<file path="src/rtl/hazard_ctrl.sv">
// Hazard and control unit for the 5-stage RV32I pipeline.
// Generates PC / IF-ID / ID-EX stop and clear controls, EX operand
// forwarding selects, the ebreak drain-then-halt sequence and saturating
// stall / flush event counters. Only the FSM state, the drain counter and
// the event counters are registered. Every control output is combinational,
// so it acts in the cycle its cause appears.
// Handshake note: there is no valid/ready pair here. Controls are level
// signals that the pipeline registers sample at every rising edge.
module hazard_ctrl #(
  parameter int DRAIN_CYC = 2,
  parameter int CNT_W     = 16
) (
  input  logic             clk,
  input  logic             rst_n,
  input  logic             id_valid,
  input  logic [4:0]       id_rs0,
  input  logic [4:0]       id_rs1,
  input  logic             id_use0,
  input  logic             id_use1,
  input  logic [4:0]       ex_rs0,
  input  logic [4:0]       ex_rs1,
  input  logic [4:0]       ex_rd,
  input  logic             ex_reg_write,
  input  logic             ex_mem_to_reg,
  input  logic             ex_nop,
  input  logic             ex_ebreak,
  input  logic             ex_busy,
  input  logic             br_taken,
  input  logic [4:0]       mem_rd,
  input  logic [4:0]       wb_rd,
  input  logic             mem_reg_write,
  input  logic             mem_nop,
  input  logic             wb_reg_write,
  input  logic             wb_nop,
  input  logic             resume,
  output logic             pc_stop,
  output logic             if_id_stop,
  output logic             if_id_clr,
  output logic             id_ex_stop,
  output logic             id_ex_clr,
  output logic [1:0]       fwd0,
  output logic [1:0]       fwd1,
  output logic             halted,
  output logic [CNT_W-1:0] stall_cnt,
  output logic [CNT_W-1:0] flush_cnt,
  output logic [1:0]       dbg_state
);

  localparam int DW = (DRAIN_CYC < 1) ? 1 : $clog2(DRAIN_CYC + 1);

  typedef enum logic [1:0] {
    ST_RUN    = 2'd0,
    ST_DRAIN  = 2'd1,
    ST_HALTED = 2'd2
  } state_e;

  state_e           state_q, state_d;
  logic [DW-1:0]    dcnt_q, dcnt_d;
  logic [CNT_W-1:0] stall_q, stall_d;
  logic [CNT_W-1:0] flush_q, flush_d;
  logic             stall_inc, flush_inc;

  // A stage forwards only when it really writes a non-zero register.
  logic mem_ok, wb_ok, lu;
  assign mem_ok = mem_reg_write & ~mem_nop & (mem_rd != 5'd0);
  assign wb_ok  = wb_reg_write  & ~wb_nop  & (wb_rd  != 5'd0);

  // MEM is younger than WB, so its result wins when both match.
  assign fwd0 = !rst_n ? 2'b00 :
                (mem_ok && mem_rd == ex_rs0) ? 2'b01 :
                (wb_ok  && wb_rd  == ex_rs0) ? 2'b10 : 2'b00;
  assign fwd1 = !rst_n ? 2'b00 :
                (mem_ok && mem_rd == ex_rs1) ? 2'b01 :
                (wb_ok  && wb_rd  == ex_rs1) ? 2'b10 : 2'b00;

  // Load in EX whose result the ID instruction needs: the value is not
  // available for forwarding until the load reaches WB.
  assign lu = ex_reg_write & ex_mem_to_reg & ~ex_nop & (ex_rd != 5'd0) &
              id_valid & ((id_use0 & (id_rs0 == ex_rd)) |
                          (id_use1 & (id_rs1 == ex_rd)));

  // Next-state and pipeline controls. Reset overrides everything at the end.
  always_comb begin
    state_d    = state_q;
    dcnt_d     = dcnt_q;
    pc_stop    = 1'b0;
    if_id_stop = 1'b0;
    if_id_clr  = 1'b0;
    id_ex_stop = 1'b0;
    id_ex_clr  = 1'b0;
    halted     = 1'b0;
    stall_inc  = 1'b0;
    flush_inc  = 1'b0;
    case (state_q)
      ST_RUN: begin
        if (ex_ebreak && !ex_nop && !ex_busy) begin
          pc_stop   = 1'b1;
          if_id_clr = 1'b1;
          id_ex_clr = 1'b1;
          state_d   = ST_DRAIN;
          dcnt_d    = DW'(DRAIN_CYC);
        end else if (ex_busy) begin
          pc_stop    = 1'b1;
          if_id_stop = 1'b1;
          id_ex_stop = 1'b1;
          stall_inc  = 1'b1;
        end else if (br_taken) begin
          if_id_clr = 1'b1;
          id_ex_clr = 1'b1;
          flush_inc = 1'b1;
        end else if (lu) begin
          pc_stop    = 1'b1;
          if_id_stop = 1'b1;
          id_ex_clr  = 1'b1;
          stall_inc  = 1'b1;
        end
      end
      ST_DRAIN: begin
        pc_stop   = 1'b1;
        if_id_clr = 1'b1;
        id_ex_clr = 1'b1;
        if (dcnt_q <= DW'(1)) state_d = ST_HALTED;
        if (dcnt_q != '0) dcnt_d = dcnt_q - DW'(1);
      end
      ST_HALTED: begin
        halted     = 1'b1;
        pc_stop    = 1'b1;
        if_id_stop = 1'b1;
        id_ex_stop = 1'b1;
        if (resume) state_d = ST_RUN;
      end
      default: state_d = ST_RUN;
    endcase
    if (!rst_n) begin
      pc_stop    = 1'b0;
      if_id_stop = 1'b0;
      id_ex_stop = 1'b0;
      if_id_clr  = 1'b1;
      id_ex_clr  = 1'b1;
      halted     = 1'b0;
      stall_inc  = 1'b0;
      flush_inc  = 1'b0;
    end
  end

  // Saturating counters: hold at all-ones instead of wrapping.
  always_comb begin
    stall_d = stall_q;
    flush_d = flush_q;
    if (stall_inc && stall_q != '1) stall_d = stall_q + CNT_W'(1);
    if (flush_inc && flush_q != '1) flush_d = flush_q + CNT_W'(1);
  end

  // State, drain counter and event counters.
  always_ff @(posedge clk or negedge rst_n) begin
    if (!rst_n) begin
      state_q <= ST_RUN;
      dcnt_q  <= '0;
      stall_q <= '0;
      flush_q <= '0;
    end else begin
      state_q <= state_d;
      dcnt_q  <= dcnt_d;
      stall_q <= stall_d;
      flush_q <= flush_d;
    end
  end

  assign stall_cnt = stall_q;
  assign flush_cnt = flush_q;
  assign dbg_state = state_q;

endmodule
</file>
<file path="config.mk">
export PLATFORM = sky130hd
export DESIGN_NAME = hazard_ctrl
export DESIGN_NICKNAME = d
export VERILOG_FILES = /design/src/rtl/hazard_ctrl.sv
export SDC_FILE = /design/constraint.sdc
export NUM_CORES = 1
export LEC_CHECK = 0
export ABC_AREA = 1
export CAP_MARGIN = 5
export CORE_UTILIZATION = 30
export DETAILED_ROUTE_END_ITERATION = 16
export PLACE_DENSITY = 0.53
export SLEW_MARGIN = 30
export SYNTH_ARGS = -nofsm -noshare
export SYNTH_HDL_FRONTEND = slang
export SYNTH_SLANG_ARGS = --single-unit
</file>
<file path="constraint.sdc">
create_clock -name clk -period 4.8 [get_ports clk]
set_clock_uncertainty 0.15 [all_clocks]
set_input_delay 0.96 -clock clk [delete_from_list [all_inputs] [get_ports clk]]
set_output_delay 0.96 -clock clk [all_outputs]
set_load 0.02 [all_outputs]
</file>
==> impl_results.rst <==
.. list-table::
   :header-rows: 1

   * - Metric
     - Value
   * - Worst Path Required
     - 3.69 ns
   * - Total Nets Final
     - 544
   * - Top Metal Used
     - met4
   * - Number of port buffers
     - 94
   * - Total wirelength of the detailed-routed design
     - 7.47 mm
   * - Most repeated cell in the gate-level netlist after synthesis
     - sky130_fd_sc_hd__nand2_1
   * - FF-to-FF setup slack
     - 2.58 ns
   * - Area grow syn2layout
     - 42.5%
   * - Amount of wire on met2 after detailed routing
     - 3.37 mm
   * - Clock Path Buffers
     - 2
   * - Power density over cell area
     - 319 nW/um2
   * - Cell count of the worst reg-to-reg path
     - 11
   * - Count of hold-fix buffers inserted at cts
     - 0
   * - Total of max-cap violations
     - 0
   * - Wire length the detailed router placed on met1
     - 3.68 mm
   * - Flop pwr share
     - 0.333
   * - Flop and latch count out of synthesis
     - 36
   * - Core utilization of the finished layout
     - 0.450
   * - Total Die Area
     - 9690 um2
   * - Setup repair after global routing missed its margin
     - no
   * - Total count of hold-check failures in the final report
     - 0
   * - VDD IR-drop max
     - 168 uV
   * - Post-synthesis cell type with the largest combined area
     - sky130_fd_sc_hd__dfrtp_1
   * - End of the worst register-to-register path
     - flush_cnt[8]
   * - Routed via count divided by cell count
     - 4.72
   * - H-tree lvl count
     - 2
   * - Clock transition at the registers of the reported paths
     - 0.07 ns
   * - Wire length per cell
     - 12.6 um
   * - Last weighted congestion value of the routability-driven placer
     - 0.852
   * - Inserted Clock Buffers
     - 5
   * - Inst Count DP
     - 586
   * - Synthesized Nets
     - 445
   * - Io pins
     - 95
   * - Clock tree from TritonCTS
     - built
   * - Post_cts resized
     - 0
   * - Setup Total Neg Slack
     - 0 ns
   * - Ranking of synthesized cells by area
     - sky130_fd_sc_hd__dfrtp_1 (32%), sky130_fd_sc_hd__nand2_1 (15%), sky130_fd_sc_hd__xor2_1 (8.8%)
   * - Hold Startpoint
     - flush_cnt[4]
   * - Worst rel slew slack
     - 0.641
   * - Share of the cycle needed by the critical path after routing
     - 0.869
   * - Overall overflow remaining after global route
     - 0
   * - Starting utilization of the core area
     - 0.315
   * - Worst Hold Margin
     - 0.368 ns
   * - Clock power share
     - 0.234
   * - Clock latency on the worst-skew pair
     - 0.28 ns
   * - Critical path type
     - in -> out
   * - Count of cell types in the netlist
     - 39
   * - Share of final-layout standard cells stronger than drive strength 1
     - 0.0679
   * - Mean Syn Cell Area
     - 7.23 um2
   * - Vias
     - 2806
   * - Die Y
     - 98.5 um
   * - Final Critical Period
     - 4.17 ns
   * - DRC violations left
     - 3
   * - Endpoint class of the critical path
     - primary output
   * - ANT nets after route
     - 0
   * - Fraction of the yosys area taken by sequential cells
     - 0.323
   * - Core area
     - 8850 um2
   * - Horizontal die dimension
     - 98.5 um
   * - Number of post-CTS setup repair buffers
     - 0
   * - First-pass iteration count of the detailed router
     - 12
   * - Max-slew violation count
     - 0
   * - Ranking of synthesized cells by instance count
     - sky130_fd_sc_hd__nand2_1 (111), sky130_fd_sc_hd__inv_1 (47), sky130_fd_sc_hd__dfrtp_1 (36)
   * - Most used flip-flop cell after synthesis
     - sky130_fd_sc_hd__dfrtp_1
   * - DRT iter0 DRCs
     - 80
   * - Via count of the first global-routing pass
     - 2749
   * - Number of enable flip-flop cells after synthesis
     - 0
   * - Tightest Hold Check Type
     - reg -> reg
   * - Internal power summed over all cells
     - 0.000782 W
   * - Cell leakage power
     - 1.86 nW
   * - Net switching share of the total power
     - 0.383
   * - Synth Warn #
     - 0
   * - Outcome
     - finished, violations left
   * - Gate count of the mapped netlist
     - 386
   * - Largest fanout of any net on the critical path
     - 3
   * - Hold-critical path depth
     - 1
   * - Number of antenna violations at the first check in global routing
     - 0
   * - Root buf cell
     - sky130_fd_sc_hd__clkbuf_8
   * - Measured slew at the worst slew-check pin
     - 0.538 ns
   * - Fraction of post-synthesis cell area in the top cell type by area
     - 0.323
   * - Finished Layout Cells
     - 594
   * - Post-synth ARST share
     - 1.00
   * - Nature of the critical path startpoint
     - input pin
   * - Worst min-delay path endpoint
     - flush_cnt[4]
   * - NetSw
     - 0.000485 W
   * - Maximum number of pins on one net before global-route repair
     - 22
   * - Combinational power share
     - 0.434
   * - Violated checks
     - DRC
   * - Number of rows in the core area
     - 34
   * - Wire length of the first global-routing pass
     - 12.8 mm
   * - Number of antenna cells inserted
     - 0
   * - Setup violation total in the final timing report
     - 0
   * - Sinks on the clock net
     - 36
   * - Total standard cell area after synthesis
     - 2790 um2
   * - Met3 routed WL
     - 307 um
   * - Aggregate global-route resource usage
     - 0.162
   * - Total half-perimeter wirelength after legalization and detailed placement
     - 5.89 mm
   * - Crit Reg-Reg Startpoint
     - dbg_state[0]
   * - Data arrival, critical path
     - 3.06 ns
   * - Highest attainable clock frequency
     - 240 MHz
power by group through the flow:
stage	Sequential, W	Combinational (W)	Clock (W)
floorplan	0.000465	0.000268	0
finish	0.000421	0.000550	0.000296
detailed placement	0.000427	0.000552	0
CTS	0.000422	0.000555	0.000305
global route	0.000433	0.000611	0.000317
global placement	0.000427	0.000547	0
how the worst max path moves through the flow:
stage,startpoint,cells after the start,slack (ns),end
global route,mem_rd[3],7,0.51,fwd1[0]
CTS,mem_rd[3],7,0.62,fwd1[0]
floorplan,mem_rd[3],5,1.68,fwd0[0]
global placement,mem_rd[3],7,0.63,fwd1[0]
detailed placement,mem_rd[3],7,0.64,fwd1[0]
finish,mem_rd[3],7,0.63,fwd1[0]
sequential cells by signal, indices dropped and copies added (netlist names):
signal     flops
flush_cnt     16
dbg_state      2
dcnt_q         2
stall_cnt     16
per-layer routing:
layer	up-vias	global-route usage
met1	1287	0.221
met3	10	0.0284
met5	-	0
li1	1438	-
met2	71	0.265
met4	0	0.0413
placed cells by master (no fill, tap or decap), types with 2 or more instances in the layout:
cell type and count:
sky130_fd_sc_hd__a21oi_1 7, sky130_fd_sc_hd__buf_4 2, sky130_fd_sc_hd__clkbuf_8 7, sky130_fd_sc_hd__clkdlybuf4s50_1 93
sky130_fd_sc_hd__dfrtp_1 36, sky130_fd_sc_hd__ha_1 8, sky130_fd_sc_hd__inv_1 47, sky130_fd_sc_hd__nand2_1 111
sky130_fd_sc_hd__nand2_4 3, sky130_fd_sc_hd__nand3_1 22, sky130_fd_sc_hd__nand3_2 3, sky130_fd_sc_hd__nand3b_1 2
sky130_fd_sc_hd__nand4_1 18, sky130_fd_sc_hd__nor2_1 34, sky130_fd_sc_hd__nor2_2 3, sky130_fd_sc_hd__nor3_1 12
sky130_fd_sc_hd__nor3_2 2, sky130_fd_sc_hd__nor4_1 4, sky130_fd_sc_hd__o21ai_0 8, sky130_fd_sc_hd__o22ai_1 2
sky130_fd_sc_hd__or2_2 3, sky130_fd_sc_hd__xnor2_1 13, sky130_fd_sc_hd__xor2_1 28
worst max-delay path, stage by stage:
cell and delay, ns:
sky130_fd_sc_hd__clkdlybuf4s50_1 0.46, sky130_fd_sc_hd__xor2_1 0.18, sky130_fd_sc_hd__or2_2 0.30, sky130_fd_sc_hd__nor4_1 0.35, sky130_fd_sc_hd__inv_1 0.08, sky130_fd_sc_hd__nor2_1 0.12
sky130_fd_sc_hd__clkdlybuf4s50_1 0.62
kinds of logic after synthesis:
family | share of synthesized area
flops | 0.323
compound gates | 0.0471
xor+xnor | 0.129
fa+ha+maj | 0.0359
simple gates | 0.387
buf+inv | 0.0784
cell type report:
| type | instances | area, um2 |
|---|---|---|
| clock buffers | 7 | 96.3 |
| clock inverters | 1 | 30.0 |
| fillers | 919 | 4870 |
| inverters | 50 | 193 |
| multi-input cells | 296 | 1670 |
| flip-flops and latches | 36 | 901 |
| well taps | 108 | 135 |
| repair buffers | 96 | 951 |
stage by stage:
stage / total power (W) / worst slack [ns] / cell area [um2]
after floorplan: 0.000733 / 1.68 / 2790
after global placement: 0.000973 / 0.632 / 3850
after detailed placement: 0.000979 / 0.638 / 3850
after CTS: 0.00128 / 0.623 / 3980
after global routing: 0.00136 / 0.509 / 3980
final: 0.00127 / 0.629 / 3980
Power figures use the tool's default switching activity.
